`src/rtl/gf180mcu_fd_sc_mcu9t5v0__oainm_pkg.sv`:
```
// Shared definitions for the pipelined OR-AND-invert / AND-OR-invert macro:
// mode encoding, legal pipeline depths and the operand bit-position helper.
package gf180mcu_fd_sc_mcu9t5v0__oainm_pkg;

    // Per-transaction function select, carried alongside the operands.
    localparam logic MODE_OAI = 1'b0;
    localparam logic MODE_AOI = 1'b1;

    // Supported pipeline depths.
    localparam int STAGES_MIN = 1;
    localparam int STAGES_MAX = 2;

    // Flat position of operand bit (group g, member m, lane w) inside IN.
    function automatic int bit_index(input int g, input int m, input int w,
                                     input int group_size, input int width);
        return (g * group_size + m) * width + w;
    endfunction

endpackage

```
`src/rtl/gf180mcu_fd_sc_mcu9t5v0__oainm_slice.sv`:
```
// One valid/ready register slice holding a single entry. Ready is
// combinational (empty or draining this edge); there is no skid buffer.
module gf180mcu_fd_sc_mcu9t5v0__oainm_slice #(
    parameter int         W          = 1,
    parameter logic [W-1:0] RESET_DATA = '0
) (
    input  logic         CLK,
    input  logic         RST,
    input  logic         up_valid,
    output logic         up_ready,
    input  logic [W-1:0] up_data,
    output logic         dn_valid,
    input  logic         dn_ready,
    output logic [W-1:0] dn_data
);

    // The slice can take a new entry when it is empty or its entry retires now.
    assign up_ready = !dn_valid || dn_ready;

    // Valid follows the handshake every edge; the payload only loads on accept.
    always_ff @(posedge CLK) begin
        if (RST) begin
            // NOTE: sequential state uses non-blocking assignments so every
            // flop samples pre-edge values regardless of statement order.
            dn_valid <= 1'b0;
            // NOTE: the payload is reset too, because its reset value is
            // architecturally visible (ZN must read all ones out of reset).
            dn_data  <= RESET_DATA;
        end else begin
            if (up_ready) begin
                dn_valid <= up_valid;
            end
            if (up_valid && up_ready) begin
                dn_data <= up_data;
            end
        end
    end

endmodule

```
`src/rtl/gf180mcu_fd_sc_mcu9t5v0__oainm_pipe.sv`:
```
// Pipelined GROUPS x GROUP_SIZE OR-AND-invert / AND-OR-invert over WIDTH
// independent lanes, behind 1 or 2 valid/ready register stages.
module gf180mcu_fd_sc_mcu9t5v0__oainm_pipe
    import gf180mcu_fd_sc_mcu9t5v0__oainm_pkg::*;
#(
    parameter int GROUPS     = 3,
    parameter int GROUP_SIZE = 2,
    parameter int WIDTH      = 1,
    parameter int STAGES     = 1
) (
    input  logic                                CLK,
    input  logic                                RST,
    input  logic                                IN_VALID,
    output logic                                IN_READY,
    input  logic                                MODE,
    input  logic [GROUPS*GROUP_SIZE*WIDTH-1:0]  IN,
    output logic                                OUT_VALID,
    input  logic                                OUT_READY,
    output logic [WIDTH-1:0]                    ZN
);

    localparam int N_IN    = GROUPS * GROUP_SIZE * WIDTH;
    localparam int N_TERMS = GROUPS * WIDTH;

    // Group terms: OR of members for OAI, AND of members for AOI.
    // Term for group g, lane w lives at bit g*WIDTH + w.
    function automatic logic [N_TERMS-1:0] group_terms(input logic [N_IN-1:0] din,
                                                       input logic mode);
        logic [N_TERMS-1:0] terms;
        logic               acc;
        logic               b;
        terms = '0;
        for (int g = 0; g < GROUPS; g++) begin
            for (int w = 0; w < WIDTH; w++) begin
                acc = (mode == MODE_AOI);
                for (int m = 0; m < GROUP_SIZE; m++) begin
                    b   = din[bit_index(g, m, w, GROUP_SIZE, WIDTH)];
                    acc = (mode == MODE_AOI) ? (acc & b) : (acc | b);
                end
                terms[g*WIDTH+w] = acc;
            end
        end
        return terms;
    endfunction

    // Final reduce-and-invert across groups: NAND for OAI, NOR for AOI.
    function automatic logic [WIDTH-1:0] final_reduce(input logic [N_TERMS-1:0] terms,
                                                      input logic mode);
        logic [WIDTH-1:0] zn;
        logic             acc;
        zn = '1;
        for (int w = 0; w < WIDTH; w++) begin
            acc = (mode != MODE_AOI);
            for (int g = 0; g < GROUPS; g++) begin
                acc = (mode == MODE_AOI) ? (acc | terms[g*WIDTH+w])
                                         : (acc & terms[g*WIDTH+w]);
            end
            zn[w] = ~acc;
        end
        return zn;
    endfunction

    if (STAGES < STAGES_MIN || STAGES > STAGES_MAX) begin : g_bad_stages
        $error("oainm_pipe: STAGES must be 1 or 2");
    end else if (STAGES == 1) begin : g_one_stage
        logic [WIDTH-1:0] zn_next;

        // Whole function evaluated ahead of the single result register.
        always_comb begin
            zn_next = final_reduce(group_terms(IN, MODE), MODE);
        end

        gf180mcu_fd_sc_mcu9t5v0__oainm_slice #(
            .W          (WIDTH),
            .RESET_DATA ({WIDTH{1'b1}})
        ) u_out (
            .CLK      (CLK),
            .RST      (RST),
            .up_valid (IN_VALID),
            .up_ready (IN_READY),
            .up_data  (zn_next),
            .dn_valid (OUT_VALID),
            .dn_ready (OUT_READY),
            .dn_data  (ZN)
        );
    end else begin : g_two_stage
        logic               s1_valid;
        logic               s1_ready;
        logic [N_TERMS:0]   s1_next;
        logic [N_TERMS:0]   s1_data;
        logic [WIDTH-1:0]   zn_next;

        // Stage 1 payload: mode on top of the group terms.
        always_comb begin
            s1_next = {MODE, group_terms(IN, MODE)};
        end

        gf180mcu_fd_sc_mcu9t5v0__oainm_slice #(
            .W          (N_TERMS + 1),
            .RESET_DATA ('0)
        ) u_terms (
            .CLK      (CLK),
            .RST      (RST),
            .up_valid (IN_VALID),
            .up_ready (IN_READY),
            .up_data  (s1_next),
            .dn_valid (s1_valid),
            .dn_ready (s1_ready),
            .dn_data  (s1_data)
        );

        // Stage 2 input: reduce the registered terms with their own mode.
        always_comb begin
            zn_next = final_reduce(s1_data[N_TERMS-1:0], s1_data[N_TERMS]);
        end

        gf180mcu_fd_sc_mcu9t5v0__oainm_slice #(
            .W          (WIDTH),
            .RESET_DATA ({WIDTH{1'b1}})
        ) u_out (
            .CLK      (CLK),
            .RST      (RST),
            .up_valid (s1_valid),
            .up_ready (s1_ready),
            .up_data  (zn_next),
            .dn_valid (OUT_VALID),
            .dn_ready (OUT_READY),
            .dn_data  (ZN)
        );
    end

endmodule

```
`config.mk`:
```
export PLATFORM = sky130hd
export DESIGN_NAME = gf180mcu_fd_sc_mcu9t5v0__oainm_pipe
export DESIGN_NICKNAME = d
export VERILOG_FILES = /design/src/rtl/gf180mcu_fd_sc_mcu9t5v0__oainm_pkg.sv /design/src/rtl/gf180mcu_fd_sc_mcu9t5v0__oainm_slice.sv /design/src/rtl/gf180mcu_fd_sc_mcu9t5v0__oainm_pipe.sv
export SDC_FILE = /design/constraint.sdc
export NUM_CORES = 1
export LEC_CHECK = 0
export ABC_CLOCK_PERIOD_IN_PS = 1500
export BUFFER_PORTS_ARGS = -buffer_cell sky130_fd_sc_hd__buf_2
export CELL_PAD_IN_SITES_DETAIL_PLACEMENT = 1
export CELL_PAD_IN_SITES_GLOBAL_PLACEMENT = 1
export CORE_AREA = 2 2 39 41
export CTS_CLUSTER_DIAMETER = 40
export DETAILED_ROUTE_END_ITERATION = 10
export DIE_AREA = 0 0 41 43
export GPL_ROUTABILITY_DRIVEN = 0
export GPL_TIMING_DRIVEN = 0
export MAX_ROUTING_LAYER = met4
export PLACE_DENSITY = 0.46
export SLEW_MARGIN = 40
export SYNTH_ARGS = -nofsm -noshare
export SYNTH_HDL_FRONTEND = slang
export SYNTH_SLANG_ARGS = --single-unit
```
`constraint.sdc`:
```
create_clock -name CLK -period 1.5 [get_ports CLK]
set_input_delay 0.15 -clock CLK [delete_from_list [all_inputs] [get_ports CLK]]
set_output_delay 0.15 -clock CLK [all_outputs]
set_load 0.02 [all_outputs]
```
# Word-level counts from Yosys, hierarchy flattened
# Cells that the tools add are included.
[op_classes]
n_mux = 9
bitwise = 20
n_reduce_logical = 3
[ops]
columns = ["cell", "count"]
rows = [
  ["$and 1x1->1", 9],
  ["$mux 1", 9],
  ["$or 1x1->1", 9],
  ["$not 1->1", 2],
  ["$logic_and 1x1->1", 1],
  ["$logic_not 1->1", 1],
  ["$logic_or 1x1->1", 1],
]
[totals]
ff_bits = 2
inputBits = 11
output_inout_bits = 3
word_cells = 34

# Logic depth before layout (Yosys ltp)
# Gate-level depths: netlist of the first run.
[depth]
ltp_word = 11
mapped_depth = 3

# Modules after synthesis
# From an unflattened synthesis of the first run, not the netlist that was laid out.
[hier_totals]
hier_cells = 13
hier_area_um2 = 106.4
[by_module_without_submodules]
columns = ["module", "n_inst", "cells_per_inst", "area_each_um2", "seq_area_each_um2"]
rows = [
  ["gf180mcu_fd_sc_mcu9t5v0__oainm_slice", 1, 7, 72.6, 40.0],
  ["gf180mcu_fd_sc_mcu9t5v0__oainm_pipe", 1, 6, 33.8, 0.0],
]

# Worst setup path after synthesis of the first run
# OpenSTA, ideal clock, no wires.
[synth_timing]
kind = "reg2reg"
startpoint = "register g_one_stage.u_out.dn_valid"
endpoint = "register g_one_stage.u_out.dn_data"
t_arrival_ps = 1101
required_time_ps = 1378
setup_slack_ps = 277
path_stages_with_launch = 4
n_path_buf = 0
synth_period_minus_slack_ps = 1223
path_cell_list = "dfxtp_1 -> nand2b_1 -> o311a_1 -> a221o_1"
[synth_via]
elab_chain_len = 3
[synth_lines]
columns = ["element", "line_no", "source"]
rows = [
  ["start: declaration", "gf180mcu_fd_sc_mcu9t5v0__oainm_slice.sv:12", "output logic dn_valid,"],
  ["start signal: assignment", "gf180mcu_fd_sc_mcu9t5v0__oainm_slice.sv:31", "dn_valid <= up_valid;"],
  ["$logic_not 1->1", "gf180mcu_fd_sc_mcu9t5v0__oainm_slice.sv:18", "assign up_ready = !dn_valid || dn_ready;"],
  ["$logic_or 1x1->1", "gf180mcu_fd_sc_mcu9t5v0__oainm_slice.sv:18", ""],
  ["via IN_READY", "gf180mcu_fd_sc_mcu9t5v0__oainm_pipe.sv:14", "output logic IN_READY,"],
  ["$logic_and 1x1->1", "gf180mcu_fd_sc_mcu9t5v0__oainm_slice.sv:33", "if (up_valid && up_ready) begin"],
  ["end signal: assignment", "gf180mcu_fd_sc_mcu9t5v0__oainm_slice.sv:34", "dn_data <= up_data;"],
  ["end: declaration", "gf180mcu_fd_sc_mcu9t5v0__oainm_slice.sv:14", "output logic [W-1:0] dn_data"],
]
# The timed path passes the listed nets, and every way through them passes these cells.
# A chain may end at the register's enable or synchronous reset.

# Final worst setup path of the first run
[layout_timing]
startpoint = "register g_one_stage.u_out.dn_valid"
endpoint = "output IN_READY"
[layout_via]
elab_chain_len = 2
[layout_lines]
columns = ["element", "line_no"]
rows = [
  ["$logic_not 1->1", "gf180mcu_fd_sc_mcu9t5v0__oainm_slice.sv:18"],
  ["$logic_or 1x1->1", "gf180mcu_fd_sc_mcu9t5v0__oainm_slice.sv:18"],
  ["end: declaration", "gf180mcu_fd_sc_mcu9t5v0__oainm_pipe.sv:14"],
]
# Every way passes these cells.

==> metrics.md, run 1 <==
| Metric | Value |
|---|---|
| Clk buf depth | `2` |
| Max_cap viols | `0` |
| CP Cell Sequence | `nand2b_1, buf_2` |
| Final wirelength | `490 um` |
| Post-CTS sizing | `0` |
| Yosys reg bits | `2` |
| Largest net degree at the start of global routing | `5` |
| Setup crit start | `g_one_stage.u_out.dn_valid$_SDFFE_PP0N_` |
| Synth Net Count | `23` |
| Yosys warns | `0` |
| Yosys cell types | `10` |
| N_diodes | `0` |
| CTS root buffer | `clkbuf_4` |
| Setup TNS after final layout | `0 ns` |
| DR vias | `170` |
| Family with the most delay on the worst path | `flip-flops` |
| Die Ht | `43 um` |
| H-tree Lvls | `1` |
| Max frequency | `996 MHz` |
| Worst Hold Class | `in -> reg` |
| Status | `finished, final reports clean` |
| Mean post-synth cell area | `8.76 um^2` |
| Overall power | `228 uW` |
| # rows | `14` |
| DRT iter0 DRCs | `26` |
| Synthesized instance count | `12` |
| Final ANT Viol Nets | `0` |
| CTS Sinks | `2` |
| CP Buf/Inv Count | `1` |
| Worst Path Arrival | `0.85 ns` |
| Slew headroom | `0.819` |
| Vias in the first global route | `169` |
| Layout Utilization | `0.154` |
| Final WS setup | `0.496 ns` |
| VDD IR-drop max | `131 uV` |
| Hold path start | `RST` |
| HPWL Detailed | `406 um` |
| I/O pin cnt | `14` |
| Final worst path period need | `1.00 ns` |
| Final Cycle Share | `0.669` |
| Port Buffers | `13` |
| Slowest CP cell | `dfxtp_1` |
| CP Launch Type | `flop` |
| Core box area | `1380 um^2` |
| Via density per instance | `3.86` |
| Initial Util | `0.0759` |
| Synth top area cells | `dfxtp_1 38%, nand2b_1 12%, a221o_1 9.5%` |
| Layout Area Growth over Synthesis | `102%` |
| Critical path type | `reg -> out` |
| Post-route clock skew | `0.00326 ns` |
| Postcts setup bufs | `0` |
| Die span in x | `41 um` |
| Crit Path Max Fanout | `4` |
| Layout cell share with drive strength beyond 1 | `0.571` |
| Worst slew pin tran | `0.272 ns` |
| Post-route DRC | `0` |
| Share of Yosys cell area claimed by the top area cell type | `0.381` |
| Slew Limit Fails | `0` |
| Worst skew pair latency | `0.23 ns` |
| Die ar. | `1760 um^2` |
| CP endpoint kind | `output port` |
| Pre-CTS setup slack | `0.427 ns` |
| RSZ-0062 raised after global routing | `no` |
| Post-synthesis sequential area ratio | `0.381` |
| CP max stage delay | `0.30 ns` |
| # setup viols final | `0` |
| CTS tree | `built` |
| Initial antenna violation count | `0` |
| Area leader, netlist | `dfxtp_1` |
| Layout Nets | `41` |
| CP required | `1.35 ns` |
| Number of CTS-inserted buffers | `3` |
| GRT Overall Usage | `0.0738` |
| Clock-pin slew on the worst setup and hold paths | `0.03 ns` |
| GRT overflow | `0` |
| Synth Cell Area | `105 um^2` |
| Reg2Reg Launch Point | `g_one_stage.u_out.dn_valid$_SDFFE_PP0N_` |
| CTS hold repair buffers | `0` |
| Leak | `0.000107 uW` |
| DRT Pass-1 Iters | `4` |
| Wire length of the first global-routing pass | `710 um` |
| Wire per inst | `11.1 um` |
| Final hold viol count | `0` |
| Pwr dens | `1070 nW/um^2` |
## sequential cells by signal (all words and copies together), names as in the netlist
| name | count |
|---|---|
| g_one_stage.u_out.dn_data | 1 |
| g_one_stage.u_out.dn_valid | 1 |
## metrics by stage
| stage | cell area (um^2) | hold slack, ns | cells |
|---|---|---|---|
| 6_report | 213 | 0.0971 | 44 |
| 5_1_grt | 213 | 0.104 | 44 |
| 4_1_cts | 213 | 0.0894 | 44 |
| 3_5_place_dp | 190 | 0.337 | 41 |
| 3_3_place_gp | 190 | 0.328 | 41 |
| 2_1_floorplan | 105 | 0.219 | 12 |
## worst register-to-register path: cells and delay by family (launching register included)
kind | cells | cell delay [ns]
flops | 1 | 0.32
simple gates | 1 | 0.11
compound gates | 2 | 0.44
## placed cells by master (no fill, tap or decap)
master and instances:
buf_2 13, clkbuf_4 3, nand2b_1 2, dfxtp_1 2, inv_1 1, a21oi_1 1, nand2_1 1, o22ai_1 1
nor2_1 1, o311a_1 1, a222oi_1 1, a221o_1 1
## power breakdown
group          internal, uW  switching (uW)
clock                  88.7            36.0
combinational          21.5            22.2
sequential             57.7            1.93
total                   168            60.1
## worst paths after layout
| check | end | slack (ns) | depth (start not counted) |
|---|---|---|---|
| max | IN_READY | 0.50 | 2 |
| min | g_one_stage.u_out.dn_valid$_SDFFE_PP0N_ | 0.1 | 2 |
| max reg2reg | g_one_stage.u_out.dn_data$_SDFFE_PP1P_ | 0.52 | 3 |
| min reg2reg | g_one_stage.u_out.dn_data$_SDFFE_PP1P_ | 0.49 | 1 |
## synthesized netlist by cell type (all sizes together)
library cell	instances
dfxtp	2
o22ai	1
nand2b	2
a222oi	1
o311a	1
inv	1
nand2	1
a21oi	1
a221o	1
nor2	1
## cell families after synthesis
logic type / Yosys count / synth area share
AOI/OAI and AO/OA: 5 / 0.393
and+or+nand+nor: 4 / 0.190
DFF: 2 / 0.381
buffers and inverters: 1 / 0.0357
## layer usage
metal / track usage / vias up / routed length (um)
met4: 0.100 / 0 / 19
met1: 0.0828 / 68 / 219
met3: 0.0576 / 2 / 103
met2: 0.0625 / 20 / 148
met5: - / - / 0
li1: - / 80 / -
## layout make-up
type                            count  area, um^2
Tap cell                           16        20.0
Fill cell                         175        1170
Multi-Input combinational cell      9        61.3
Clock buffer                        3        22.5
Sequential cell                     2        40.0
Inverter                            1        3.75
Timing Repair Buffer               13        65.1
Power figures use the tool's default switching activity.
==> run 2, diff against run 1 <==
Settings changed: ABC_CLOCK_PERIOD_IN_PS 1500 to 1010.
Clock period 1.5 ns to 1.01 ns, I/O delays scaled along.
==> run 2 against run 1 <==
Combinational power increased by 53%; worst setup slack got worse by 0.43 ns; power rose by 59%; worst hold slack worse by 0.070 ns; clock-buffer cell count rose by 1; clock power increased by 65%; final area increased by 7.1%; global-route usage shrank 0.20 points; highest routed layer unchanged; final cell count is 2.3% higher.
==> metrics.md, run 2 (synthesis results as in run 1) <==
| Metric | Value |
|---|---|
| Clk buf depth | `2 (unchanged)` |
| # setup viols final | `0 (unchanged)` |
| CTS tree | `built` |
| Slew headroom | `0.848 (+0.0292)` |
| Port Buffers | `13 (unchanged)` |
| Footprint of the multi-input gates | `68.8 um^2 (+12%)` |
| Final worst path period need | `0.944 ns` |
| Largest net degree at the start of global routing | `5 (unchanged)` |
| Final ANT Viol Nets | `0 (unchanged)` |
| N_diodes | `0 (unchanged)` |
| Postcts setup bufs | `0 (unchanged)` |
| Status | `finished, final reports clean` |
| DR vias | `172 (+1.2%)` |
| Max_cap viols | `0 (unchanged)` |
| # rows | `14 (unchanged)` |
| Layout Nets | `41 (unchanged)` |
| DP Area | `201 um^2 (+5.9%)` |
| Wire length of the first global-routing pass | `724 um (+2.0%)` |
| Most frequent cells in the layout | `13 x buf_2, 3 x clkbuf_4` |
| Slew Limit Fails | `0 (unchanged)` |
| CTS root buffer | `clkbuf_4` |
| Most common cell after layout, fill and taps aside | `buf_2` |
| Final hold viol count | `0 (unchanged)` |
| Leak | `0.000114 uW (+6.9%)` |
| Worst Path Arrival | `1.05 ns (+0.20 ns)` |
| Worst Hold Class | `in -> reg` |
| Worst skew pair latency | `0.24 ns (about the same)` |
| CTS Sinks | `2 (unchanged)` |
| Pwr dens | `1590 nW/um^2 (+49%)` |
| GR Util met3 | `0.0576 (unchanged)` |
| Initial antenna violation count | `0 (unchanged)` |
| Final wirelength | `497 um (+1.4%)` |
| Largest regs | `g_one_stage.u_out.dn_data: 1 flops, g_one_stage.u_out.dn_valid: 1 flops` |
| Max frequency | `1060 MHz` |
| Layout cell share with drive strength beyond 1 | `0.621 (+0.0493)` |
| Vias in the first global route | `183 (+8.3%)` |
| Final Cycle Share | `0.935` |
| H-tree Lvls | `1 (unchanged)` |
| Die Ht | `43 um (unchanged)` |
| Post-Place Cells | `41 (unchanged)` |
| CP endpoint kind | `flop` |
| Design Area, Final | `228 um^2 (+7.1%)` |
| Via density per instance | `3.82 (-1.1%)` |
| Fillers | `172 (-1.7%)` |
| Core box area | `1380 um^2 (unchanged)` |
| Number of CTS-inserted buffers | `3 (unchanged)` |
| Critical path type | `reg -> reg` |
| Seq. cell area | `43.8 um^2 (+9.4%)` |
| DRT iter0 DRCs | `11 (-58%)` |
| Met2 Use GR | `0.0688 (+0.00625)` |
| GRT Overall Usage | `0.0719 (-0.00198)` |
| Worst slew pin tran | `0.228 ns (-0.0438 ns)` |
| Hold WS | `0.0270 ns (-0.0701 ns)` |
| Post-CTS sizing | `0 (unchanged)` |
| GRT overflow | `0 (unchanged)` |
| Crit Path Max Fanout | `4 (unchanged)` |
| CP Launch Type | `flop` |
| Die span in x | `41 um (unchanged)` |
| Clock-pin slew on the worst setup and hold paths | `0.04 ns (about the same)` |
| GRT met1 Usage | `0.0799 (-0.00293)` |
| Wire per inst | `11.0 um (-0.83%)` |
| DRT Pass-1 Iters | `4 (unchanged)` |
| Initial Util | `0.0759 (unchanged)` |
| I/O pin cnt | `14 (unchanged)` |
| CTS hold repair buffers | `0 (unchanged)` |
| Layout Area Growth over Synthesis | `117%` |
| Post-route clock skew | `0.00966 ns (+0.00640 ns)` |
| Die ar. | `1760 um^2 (unchanged)` |
| Busiest metal layer after global routing | `met4` |
| VDD IR-drop max | `275 uV (+110%)` |
| Post-route DRC | `0 (unchanged)` |
| CP required | `1.12 ns (-0.23 ns)` |
| Non-filler cells, final | `45 (+2.3%)` |
| RSZ-0062 raised after global routing | `no` |
| Overall power | `363 uW (+59%)` |
run 2: cell count changes in the layout (fill, tap and decap cells not counted), sizes merged:
cell | previous run | this run
clkbuf | 3 | 4
run 2: power breakdown:
part	leakage, uW	switching, uW	internal [uW]
Clock	0.0000150	58.8	148
Sequential	0.0000172	4.43	84.9
Combinational	0.0000822	32.7	34.2
run 2: cell type report:
class                   count  area share
multi-input cells           9       0.302
repair buffers             13       0.286
flip-flops and latches      2       0.192
clock buffers               4       0.115
well taps                  16      0.0879
inverters                   1      0.0165
run 2: through the flow:
stage                util  setup WS, ns  TNS, ns
floorplan               -        0.0214        0
global placement    0.146       0.00882        0
detailed placement  0.146       -0.0228  -0.0228
CTS                 0.165        0.0557        0
global route        0.165        0.0278        0
finish              0.165        0.0658        0
run 2: worst paths after layout:
| kind | from | to | cells past startpoint | slack, ns |
|---|---|---|---|---|
| min reg2reg | g_one_stage.u_out.dn_data$_SDFFE_PP1P_ | g_one_stage.u_out.dn_data$_SDFFE_PP1P_ | 1 | 0.50 |
| max | g_one_stage.u_out.dn_valid$_SDFFE_PP0N_ | g_one_stage.u_out.dn_data$_SDFFE_PP1P_ | 3 | 0.07 |
| min | RST | g_one_stage.u_out.dn_valid$_SDFFE_PP0N_ | 2 | 0.03 |
| max reg2reg | g_one_stage.u_out.dn_valid$_SDFFE_PP0N_ | g_one_stage.u_out.dn_data$_SDFFE_PP1P_ | 3 | 0.07 |
run 2: worst max-delay path, cell delays in order, from the launching register on:
cell and delay (ns):
dfxtp_4 0.35, nand2b_4 0.06, o311a_1 0.12, a221o_1 0.29
run 2: routing by layer:
| layer | routed length (um) | up-vias |
|---|---|---|
| met5 | 0 | - |
| met4 | 19 | 0 |
| met3 | 101 | 2 |
| met2 | 163 | 16 |
| met1 | 213 | 71 |
| li1 | - | 83 |
==> run 3, diff against run 2 <==
Settings changed: ABC_AREA from default to 1, PLACE_DENSITY 0.46 to 0.5.
==> run 3 against run 2 <==
Final area is 2.2% higher; utilization is 0.36 points higher; critical path depth is 1 lower; register-to-register slack better by 0.18 ns; clock power is 15% lower; non-clock buffer count stayed put.
==> metrics.md, run 3 <==
| Metric | Value |
|---|---|
| Ys flop type | `dfxtp_1` |
| Post-CTS sizing | `0 (unchanged)` |
| Dominant cell by count in the synthesized netlist | `nand2_1` |
| Routed wl met2 | `207 um (+27%)` |
| CTS tree | `built` |
| Critical path type | `reg -> out` |
| Worst slew pin tran | `0.108 ns (-0.120 ns)` |
| Largest net degree at the start of global routing | `4 (-1)` |
| Postcts setup bufs | `0 (unchanged)` |
| GRT overflow | `0 (unchanged)` |
| Share of Yosys cell area claimed by the top area cell type | `0.320 (-0.0610)` |
| H-tree Lvls | `1 (unchanged)` |
| DRT iter0 DRCs | `3 (-8)` |
| Final worst path period need | `0.888 ns (-0.0565 ns)` |
| Flop pwr share | `0.269 (+0.023)` |
| HPWL Detailed | `321 um` |
| CTS Sinks | `2 (unchanged)` |
| Synthesized instance count | `21 (+9)` |
| Most frequent cells in the layout | `13 x buf_2, 6 x nand2_1, 5 x nor2_1` |
| Largest regs | `g_one_stage.u_out.dn_data: 1 flops, g_one_stage.u_out.dn_valid: 1 flops` |
| Post-route DRC | `0 (unchanged)` |
| CTS hold repair buffers | `0 (unchanged)` |
| DR vias | `196 (+14%)` |
| Clock power share | `0.522 (-0.047)` |
| Synth Cell Area | `125 um^2 (+19%)` |
| Layout Area Growth over Synthesis | `86.0%` |
| Pwr dens | `1440 nW/um^2 (-9.6%)` |
| Crit Path Max Fanout | `3 (-1)` |
| Status | `finished, final reports clean` |
| # rows | `14 (unchanged)` |
| Slew Limit Fails | `0 (unchanged)` |
| Die ar. | `1760 um^2 (unchanged)` |
| Clk buf depth | `2 (unchanged)` |
| Max frequency | `1130 MHz (+6.4%)` |
| Yosys warns | `0 (unchanged)` |
| Die Ht | `43 um (unchanged)` |
| Async SR Flop Fraction | `0 (unchanged)` |
| CP required | `0.91 ns (-0.21 ns)` |
| Layout cell share with drive strength beyond 1 | `0.541 (-0.0801)` |
| Final Cycle Share | `0.879 (-0.0559)` |
| Layout Nets | `50 (+22%)` |
| # setup viols final | `0 (unchanged)` |
| Top post-synthesis cells by count | `6 x nand2_1, 5 x nor2_1, 2 x dfxtp_1, 2 x nand2_2, 2 x nand3_1` |
| Worst Hold Class | `in -> reg` |
| CP endpoint kind | `output port` |
| Vias in the first global route | `171 (-6.6%)` |
| Via density per instance | `3.70 (-3.2%)` |
| CP max stage delay | `0.33 ns (-0.02 ns)` |
| Mean post-synth cell area | `5.96 um^2 (-32%)` |
| Final ANT Viol Nets | `0 (unchanged)` |
| Final hold viol count | `0 (unchanged)` |
| I/O pin cnt | `14 (unchanged)` |
| Wire per inst | `6.89 um (-38%)` |
| Area leader, netlist | `dfxtp_1` |
| Die span in x | `41 um (unchanged)` |
| Switching Share | `0.256 (-0.00833)` |
| Fillers | `186 (+8.1%)` |
| Setup TNS after final layout | `0 ns (unchanged)` |
| Synth top area cells | `dfxtp_1 32%, nand2_1 18%, nor2_1 15%` |
| Internal | `249 uW (-6.5%)` |
| Initial Util | `0.0904 (+0.0145)` |
| Initial antenna violation count | `0 (unchanged)` |
| Core box area | `1380 um^2 (unchanged)` |
| Yosys cell types | `9 (-1)` |
| Layout Utilization | `0.168 (+0.00362)` |
| Worst skew pair latency | `0.22 ns (-0.02 ns)` |
| Post-route clock skew | `0.00103 ns (-0.00863 ns)` |
| Yosys reg bits | `2 (unchanged)` |
| Port Buffers | `13 (unchanged)` |
| Clock-pin slew on the worst setup and hold paths | `0.03 ns (about the same)` |
| Highest metal used | `met3` |
| Most common cell after layout, fill and taps aside | `buf_2` |
| Number of CTS-inserted buffers | `3 (unchanged)` |
| RSZ-0062 raised after global routing | `no` |
| Combinational share of power | `0.209 (+0.024)` |
| Final wirelength | `365 um (-27%)` |
| Net Sw Power | `85.9 uW (-10%)` |
| CP Cell Sequence | `nand2_2, buf_2` |
| N_diodes | `0 (unchanged)` |
| Post-synthesis sequential area ratio | `0.320 (-0.0610)` |
| Synth Net Count | `32 (+39%)` |
| GRT Overall Usage | `0.0503 (-0.0216)` |
| Met3 wire length | `33 um (-67%)` |
| Post-synth EDFFs | `0 (unchanged)` |
| DRT met1 WL | `124 um (-42%)` |
| CP Launch Type | `flop` |
| VDD IR-drop max | `313 uV (+14%)` |
| Slew headroom | `0.928 (+0.0807)` |
| Slowest CP cell | `dfxtp_1` |
| Worst Path Arrival | `0.79 ns (-0.26 ns)` |
| CTS root buffer | `clkbuf_4` |
| DRT Pass-1 Iters | `2 (-2)` |
| Max_cap viols | `0 (unchanged)` |
| Leak | `0.000126 uW (+10%)` |
| Wire length of the first global-routing pass | `552 um (-24%)` |
==> run 3: area by class of cell <==
cell class | count | area, um^2 | area share
multi-input cells | 17 | 77.6 | 0.333
clock buffers | 3 | 22.5 | 0.0968
well taps | 16 | 20.0 | 0.0860
repair buffers | 13 | 65.1 | 0.280
flip-flops and latches | 2 | 40.0 | 0.172
inverters | 2 | 7.51 | 0.0323
==> run 3: path summary, 6_finish.rpt <==
path                            slack, ns  depth (start not counted)                                       to                                    start
worst max-delay path                 0.12                          2                                 IN_READY  g_one_stage.u_out.dn_valid$_SDFFE_PP0N_
worst max register to register       0.25                          5   g_one_stage.u_out.dn_data$_SDFFE_PP1P_  g_one_stage.u_out.dn_valid$_SDFFE_PP0N_
worst min register to register       0.47                          2   g_one_stage.u_out.dn_data$_SDFFE_PP1P_   g_one_stage.u_out.dn_data$_SDFFE_PP1P_
worst min-delay path                 0.06                          2  g_one_stage.u_out.dn_valid$_SDFFE_PP0N_                                      RST
==> run 3: cells by family (layout without fill, tap and decap cells) <==
logic type             count (synthesis)  after routing  synth area share
flip-flops                             2              2             0.320
AND/OR/NAND/NOR                       15             15             0.510
AO/OA/AOI/OAI                          2              2             0.110
buffers and inverters                  2             18            0.0599
==> run 3: metal layers <==
| layer | track usage | up-vias |
|---|---|---|
| met3 | 0.0314 | 0 |
| met1 | 0.0382 | 92 |
| met4 | 0.0400 | 0 |
| met2 | 0.0781 | 7 |
| li1 | - | 97 |
| met5 | - | - |
==> run 3: power groups by stage <==
stage,sequential [uW],combinational [uW],clock [uW]
6_report,90.0,70.1,175
5_1_grt,90.7,79.8,192
4_1_cts,89.9,72.1,185
3_5_place_dp,91.1,71.6,0
3_3_place_gp,90.9,70.9,0
2_1_floorplan,99.0,28.5,0
==> run 3: worst max-delay path: cells and delay by family (launching register included) <==
| kind | cells | cell delay [ns] |
|---|---|---|
| flip-flops | 1 | 0.33 |
| buffers and inverters | 1 | 0.16 |
| AND/OR/NAND/NOR | 1 | 0.08 |
==> run 3: metrics by stage <==
step                      instances  cell area [um^2]  setup slack (ns)  hold slack (ns)  total power [uW]
final                            53               233             0.122           0.0586               335
after global routing             53               233            0.0817           0.0545               363
after CTS                        53               233             0.107           0.0535               347
after detailed placement         50               210             0.246            0.289               163
after global placement           50               210             0.256            0.288               162
after floorplan                  21               125            0.0615            0.170               128
